===== src/rtl/pipe_pkg.sv =====
// Shared definitions for the pipe issue controller.
//   - ALU opcode encodings and the highest legal opcode
//   - register-index / opcode / address widths
//   - instruction word struct
//   - uses_rs1 / uses_rs2: which source registers an opcode reads
package pipe_pkg;

  localparam int REG_W  = 4;
  localparam int FUNC_W = 4;
  localparam int ADDR_W = 8;

  typedef enum logic [FUNC_W-1:0] {
    ADD = 4'd0,
    SUB = 4'd1,
    MUL = 4'd2,
    AND = 4'd3,
    OR  = 4'd4,
    XOR = 4'd5,
    NOT = 4'd6,
    MOV = 4'd7,
    SLL = 4'd8,
    NEG = 4'd9,
    SRL = 4'd10,
    SLA = 4'd11
  } func_e;

  localparam logic [FUNC_W-1:0] FUNC_MAX = 4'd11;

  typedef struct packed {
    logic [REG_W-1:0]  rs1;
    logic [REG_W-1:0]  rs2;
    logic [REG_W-1:0]  rd;
    logic [FUNC_W-1:0] func;
    logic [ADDR_W-1:0] addr;
  } instr_t;

  // Opcodes 0..5 read both sources; 6, 8, 10, 11 read rs1 only.
  function automatic logic uses_rs1(input logic [FUNC_W-1:0] f);
    return (f <= NOT) || (f == SLL) || (f == SRL) || (f == SLA);
  endfunction

  // Opcodes 0..5 read both sources; 7, 9 read rs2 only.
  function automatic logic uses_rs2(input logic [FUNC_W-1:0] f);
    return (f <= XOR) || (f == MOV) || (f == NEG);
  endfunction

endpackage


===== src/rtl/pipe_issue_fifo.sv =====
// Synchronous FIFO with registered occupancy count and registered not-full.
//   clk, rst_n     : clock, async active-low reset
//   push, wdata    : write at tail (caller guarantees not_full)
//   pop            : drop head (caller guarantees count > 0)
//   rdata          : current head word
//   count          : registered entry count
//   count_nxt      : entry count after the coming edge
//   not_full       : registered, 0 while in reset
module pipe_issue_fifo #(
  parameter  int DEPTH = 4,
  parameter  int W     = 24,
  localparam int AW    = $clog2(DEPTH),
  localparam int CW    = AW + 1
) (
  input  logic          clk,
  input  logic          rst_n,
  input  logic          push,
  input  logic [W-1:0]  wdata,
  input  logic          pop,
  output logic [W-1:0]  rdata,
  output logic [CW-1:0] count,
  output logic [CW-1:0] count_nxt,
  output logic          not_full
);

  logic [W-1:0]  mem [DEPTH];
  logic [AW-1:0] wr_ptr, rd_ptr;

  assign rdata = mem[rd_ptr];

  always_comb begin
    count_nxt = count;
    case ({push, pop})
      2'b10:   count_nxt = count + CW'(1);
      2'b01:   count_nxt = count - CW'(1);
      default: count_nxt = count;
    endcase
  end

  // Storage needs no reset; only entries below count are ever read.
  always_ff @(posedge clk) begin
    if (push) mem[wr_ptr] <= wdata;
  end

  // Pointers wrap naturally since DEPTH is a power of two.
  always_ff @(posedge clk or negedge rst_n) begin
    if (!rst_n) begin
      wr_ptr   <= '0;
      rd_ptr   <= '0;
      count    <= '0;
      not_full <= 1'b0;
    end else begin
      if (push) wr_ptr <= wr_ptr + AW'(1);
      if (pop)  rd_ptr <= rd_ptr + AW'(1);
      count    <= count_nxt;
      not_full <= count_nxt < CW'(DEPTH);
    end
  end

endmodule


===== src/rtl/pipe_issue_ctrl.sv =====
// Issue controller in front of the 4-stage ALU/memory pipe.
// Buffers instruction words, issues at most one per cycle, stalls the head on
// RAW hazards against destinations issued in the last HAZ_WIN cycles, drops
// illegal opcodes with a one-cycle flag, and counts issues/stalls.
//   clk, rst_n                 : clock, async active-low reset
//   in_valid / in_ready        : upstream handshake (in_ready registered)
//   in_rs1/rs2/rd/func/addr    : incoming instruction word
//   iss_valid                  : one-cycle strobe, iss_* hold a new word
//   iss_rs1/rs2/rd/func/addr   : issued fields (held when no issue)
//   illegal                    : pulse after accepting func > FUNC_MAX
//   occupancy                  : FIFO entry count
//   idle                       : FIFO empty and hazard history clear
//   issue_cnt, stall_cnt       : saturating performance counters
module pipe_issue_ctrl
  import pipe_pkg::*;
#(
  parameter  int DEPTH   = 4,
  parameter  int HAZ_WIN = 2,
  parameter  int CNT_W   = 16,
  localparam int OW      = $clog2(DEPTH) + 1
) (
  input  logic              clk,
  input  logic              rst_n,
  input  logic              in_valid,
  output logic              in_ready,
  input  logic [REG_W-1:0]  in_rs1,
  input  logic [REG_W-1:0]  in_rs2,
  input  logic [REG_W-1:0]  in_rd,
  input  logic [FUNC_W-1:0] in_func,
  input  logic [ADDR_W-1:0] in_addr,
  output logic              iss_valid,
  output logic [REG_W-1:0]  iss_rs1,
  output logic [REG_W-1:0]  iss_rs2,
  output logic [REG_W-1:0]  iss_rd,
  output logic [FUNC_W-1:0] iss_func,
  output logic [ADDR_W-1:0] iss_addr,
  output logic              illegal,
  output logic [OW-1:0]     occupancy,
  output logic              idle,
  output logic [CNT_W-1:0]  issue_cnt,
  output logic [CNT_W-1:0]  stall_cnt
);

  instr_t                      in_w, head;
  logic [$bits(instr_t)-1:0]   head_bits;
  logic [OW-1:0]               occ_nxt;
  logic                        accept, legal, push;
  logic                        have_head, blocked, issue, stall;
  logic                        need1, need2;

  // Hazard history: slot 0 is the word issued at the previous edge.
  logic [HAZ_WIN-1:0]             vld_pipe, vld_nxt, hit;
  logic [HAZ_WIN-1:0][REG_W-1:0]  rd_pipe, rd_nxt;

  assign in_w = '{rs1: in_rs1, rs2: in_rs2, rd: in_rd, func: in_func, addr: in_addr};

  assign accept = in_valid && in_ready;
  assign legal  = in_func <= FUNC_MAX;
  assign push   = accept && legal;

  pipe_issue_fifo #(
    .DEPTH (DEPTH),
    .W     ($bits(instr_t))
  ) u_fifo (
    .clk       (clk),
    .rst_n     (rst_n),
    .push      (push),
    .wdata     (in_w),
    .pop       (issue),
    .rdata     (head_bits),
    .count     (occupancy),
    .count_nxt (occ_nxt),
    .not_full  (in_ready)
  );

  assign head  = head_bits;
  assign need1 = uses_rs1(head.func);
  assign need2 = uses_rs2(head.func);

  // Per-slot RAW compare; only the sources the opcode actually reads count.
  for (genvar g = 0; g < HAZ_WIN; g++) begin : g_haz
    assign hit[g] = vld_pipe[g] &&
                    ((need1 && (rd_pipe[g] == head.rs1)) ||
                     (need2 && (rd_pipe[g] == head.rs2)));
  end

  assign blocked   = |hit;
  assign have_head = occupancy != '0;
  assign issue     = have_head && !blocked;
  assign stall     = have_head && blocked;

  always_comb begin
    vld_nxt[0] = issue;
    rd_nxt[0]  = head.rd;
    for (int i = 1; i < HAZ_WIN; i++) begin
      vld_nxt[i] = vld_pipe[i-1];
      rd_nxt[i]  = rd_pipe[i-1];
    end
  end

  always_ff @(posedge clk or negedge rst_n) begin
    if (!rst_n) begin
      vld_pipe  <= '0;
      rd_pipe   <= '0;
      iss_valid <= 1'b0;
      iss_rs1   <= '0;
      iss_rs2   <= '0;
      iss_rd    <= '0;
      iss_func  <= '0;
      iss_addr  <= '0;
      illegal   <= 1'b0;
      issue_cnt <= '0;
      stall_cnt <= '0;
      idle      <= 1'b1;
    end else begin
      vld_pipe  <= vld_nxt;
      rd_pipe   <= rd_nxt;
      iss_valid <= issue;
      if (issue) begin
        iss_rs1  <= head.rs1;
        iss_rs2  <= head.rs2;
        iss_rd   <= head.rd;
        iss_func <= head.func;
        iss_addr <= head.addr;
      end
      illegal <= accept && !legal;
      if (issue && (issue_cnt != '1)) issue_cnt <= issue_cnt + CNT_W'(1);
      if (stall && (stall_cnt != '1)) stall_cnt <= stall_cnt + CNT_W'(1);
      // Registered from next-state so it lines up with occupancy/history.
      idle <= (occ_nxt == '0) && !(|vld_nxt);
    end
  end

endmodule


===== config.mk =====
export PLATFORM = sky130hd
export DESIGN_NAME = pipe_issue_ctrl
export DESIGN_NICKNAME = d
export VERILOG_FILES = /design/src/rtl/pipe_pkg.sv /design/src/rtl/pipe_issue_fifo.sv /design/src/rtl/pipe_issue_ctrl.sv
export SDC_FILE = /design/constraint.sdc
export NUM_CORES = 1
export LEC_CHECK = 0
export BUFFER_PORTS_ARGS = -buffer_cell sky130_fd_sc_hd__buf_2
export CAP_MARGIN = 25
export CORE_AREA = 5 5 149 151
export CTS_BUF_LIST = sky130_fd_sc_hd__clkbuf_16
export CTS_CLUSTER_SIZE = 40
export DETAILED_ROUTE_END_ITERATION = 10
export DIE_AREA = 0 0 154 156
export PLACE_DENSITY = 0.64
export RECOVER_POWER = 25
export SLEW_MARGIN = 20
export SYNTH_ARGS = -nofsm -noshare
export SYNTH_HDL_FRONTEND = slang
export SYNTH_SLANG_ARGS = --single-unit

===== constraint.sdc =====
create_clock -name clk -period 4.7 [get_ports clk]
set_input_delay 0.705 -clock clk [delete_from_list [all_inputs] [get_ports clk]]
set_output_delay 0.705 -clock clk [all_outputs]
set_load 0.02 [all_outputs]

==> impl_metrics.json <==
{
  "die_y_um": 156,
  "hp-class": "in2async",
  "outcome": "finished clean",
  "diodes": 0,
  "ys_ff_latch": 172,
  "internal_power_w": 0.00365,
  "relSlewSlack_pct": 43.2,
  "postCtsSetupBuffers": 0,
  "wl_um": 14100,
  "setup_violations": 0,
  "worst_ep_arrival_time_ps": 4170,
  "synth-simple-area-share_pct": 7.92,
  "grt_overflow_total": 0,
  "path_class": "reg2reg",
  "yosysTopAreaCellShare_pct": 40.7,
  "period_minus_slack_ps": 3810,
  "r2r_end": "idle",
  "initial_core_util_pct": 34.2,
  "route.met2.wl_um": 7080,
  "drive_above_1_share_pct": 28.7,
  "holdBufCountCts": 0,
  "rsz0062_at_grt": "no",
  "finalCritPeriodShare_pct": 81.1,
  "postCtsResizedCells": 0,
  "synth-edff-count": 96,
  "synth_top_family_by_area": "multiplexers",
  "route.detailed.wl_per_inst_um": 17.1,
  "final_util_pct": 40.4,
  "synth_area_um2": 7080,
  "synth_xor_area_share_pct": 5.69,
  "drtIter0Drc": 207,
  "io_buffers": 89,
  "ys_warn_count": 0,
  "end_kind": "register",
  "antenna_found_initial": 0,
  "grt_max_degree": 50,
  "r2r_setup_slack_ps": 890,
  "synth_compound_area_share_pct": 2.17,
  "hpwl_um": 9450,
  "drcViolationCount": 0,
  "pwr-share-clk_pct": 22.9,
  "track_usage_pct": 12.2,
  "grt_pass1_vias": 4222,
  "die_w_um": 154,
  "clock_path_buffers": 2,
  "setup_tns_ps": 0,
  "synth_nets": 469,
  "root_buffer": "clkbuf_16",
  "ys_types": 46,
  "yosys-mux-area-fraction_pct": 13.1,
  "drt_first_pass_iters": 4,
  "route.met3.wl_um": 724,
  "async_reset_ff_share_pct": 44.2,
  "num_vias": 3929,
  "crit_required_ps": 5050,
  "ys_seq_area_share_pct": 67.6,
  "synthAdderAreaFrac_pct": 1.52,
  "cts_buffers": 17,
  "swShare_pct": 35.6,
  "skew_ps": 12.5,
  "nets": 572,
  "critical_path.max_fanout": 27,
  "area_growth_pct": 18.2,
  "start_kind": "register",
  "ant_nets": 0,
  "synth_area_leader_cell": "edfxtp_1",
  "fp.dieArea_um2": 24000,
  "ios": 90,
  "wl_met1_um": 6120,
  "grt_pass1_wl_um": 22900,
  "max_freq_ghz": 0.262,
  "r2r-start": "u_fifo.rd_ptr[0]",
  "worst_ir_drop_vdd_mv": 0.260,
  "power_frac_seq_pct": 39.7,
  "power.leakage_nw": 3.34,
  "hold_viol": 0,
  "gp_congestion": 0.768,
  "routed.top_layer": "met4",
  "synth.top_cells.by_area": "edfxtp_1 (41%), dfrtp_1 (27%), mux4_2 (6.7%), mux2_2 (3.7%), xnor2_1 (3.6%)",
  "htree_num_levels": 4,
  "worstMarginPinSlew_ps": 849,
  "p_sw_w": 0.00202,
  "pwr-share-comb_pct": 37.4,
  "cts.sinks": 172,
  "fp-row-count": 53,
  "clk_pin_slew_ps": 60,
  "netlist_instances": 434,
  "slew_viol_final": 0,
  "synth-main-ff-cell": "edfxtp_1",
  "core_area_um2": 20700,
  "synth.avg_cell_area_um2": 16.3,
  "power.density_nw_per_um2": 678,
  "max_cap_violations": 0,
  "clk_latency_ps": 420,
  "via_per_inst": 4.76,
  "cts_tree": "done",
  "reg2regPathDepth": 13
}
==> Yosys cell counts (6+ instances only) <==
library cell / n
edfxtp_1: 96
dfrtp_1: 75
xnor2_1: 29
mux2_2: 23
nand2_1: 23
mux4_2: 21
nand3_1: 21
xor2_1: 17
inv_1: 14
mux2i_1: 14
nor2_1: 10
nor3_1: 10
and3_1: 8
ha_1: 7
nand4_1: 6
==> cells by family (layout without fill, tap and decap cells) <==
logic type	count (synthesis)	after routing
and+or+nand+nor	104	104
muxes	61	61
adders and majority gates	8	8
buffers and inverters	28	144
xor gates and xnor gates	46	46
DFF	172	172
AOI/OAI and AO/OA	15	15
==> registers in the layout, indices dropped and copies added, names as in the netlist <==
name	cells
u_fifo.mem	96
issue_cnt	16
stall_cnt	16
iss_addr	8
iss_func	4
iss_rd	4
iss_rs1	4
iss_rs2	4
rd_nxt	4
rd_pipe	4
u_fifo.count	3
u_fifo.rd_ptr	2
u_fifo.wr_ptr	2
vld_pipe	2
idle	1
illegal	1
u_fifo.not_full	1
==> layout by cell type (no fill, tap or decap), types with 2 or more instances in the layout <==
cell        Yosys  routed
nand2b_1        2       2
nand3b_1        4       4
mux4_2         21      21
edfxtp_1       96      96
nand3_1        21      21
buf_2           5      64
o21ai_0         3       3
nor3_1         10      10
and3_1          8       8
mux2i_1        14      14
clkbuf_16       0      17
nand2_1        23      23
nor4_2          2       2
or3b_1          2       2
inv_1          14      15
inv_6           0       3
mux2_2         23      23
clkbuf_1        3      24
dfrtp_1        75      74
nor2_1         10      10
buf_4           2      10
nor2b_1         2       2
ha_1            7       7
clkinvlp_4      0       3
xor2_1         17      17
nor4_1          5       5
nand4_1         6       6
xnor2_1        29      29
and2_1          5       5
clkinv_2        0       5
o2111ai_1       4       4
==> through the flow <==
step	instances	setup slack, ps	hold WS [ps]	total power [W]	instance area [µm²]
3_3_place_gp	793	939	436	0.00437	7850
4_1_cts	825	832	345	0.00578	8400
3_5_place_dp	793	846	441	0.00445	7850
5_1_grt	825	640	383	0.00603	8370
2_1_floorplan	434	1060	402	0.00386	7080
6_report	825	887	325	0.00567	8370
==> cell type report <==
class	instances	area (µm²)
multi-input cells	234	2150
fillers	1943	12300
clock inverters	15	123
repair buffers	98	485
clock buffers	17	425
flip-flops and latches	172	4790
well taps	275	344
inverters	14	52.6
==> power by group through the flow <==
stage                     combinational, W  sequential [W]  clock, W
after floorplan                    0.00149         0.00237         0
after global placement             0.00210         0.00227         0
after detailed placement           0.00215         0.00229         0
after CTS                          0.00217         0.00227   0.00134
after global routing               0.00232         0.00230   0.00141
final                              0.00212         0.00225   0.00130
==> metal layers <==
metal | GRT usage, % | vias up
met5 | 0 | -
met4 | 3.66 | 0
met3 | 4.27 | 15
met2 | 20.8 | 79
met1 | 14.8 | 2003
li1 | - | 1832
==> worst max path at each step <==
| stage | depth (start not counted) | startpoint | slack [ps] | end |
|---|---|---|---|---|
| 6_report | 13 | u_fifo.rd_ptr[0] | 890 | idle |
| 5_1_grt | 13 | u_fifo.rd_ptr[0] | 640 | idle |
| 4_1_cts | 13 | u_fifo.rd_ptr[0] | 830 | idle |
| 3_5_place_dp | 13 | u_fifo.rd_ptr[0] | 850 | idle |
| 3_3_place_gp | 13 | u_fifo.rd_ptr[0] | 940 | idle |
| 2_1_floorplan | 16 | u_fifo.rd_ptr[0] | 1060 | idle |
==> critical path, stage by stage, from the launching register on <==
cell	delay, ps
dfrtp_2	780
mux4_1	710
xnor2_1	170
o2111ai_1	100
nand2_1	190
a211oi_4	280
ha_1	210
inv_1	60
fa_1	370
xor2_1	150
nor2_1	110
xor2_1	110
or4_1	400
nor2_1	100
No activity file was read; power rests on OpenSTA's default activity.
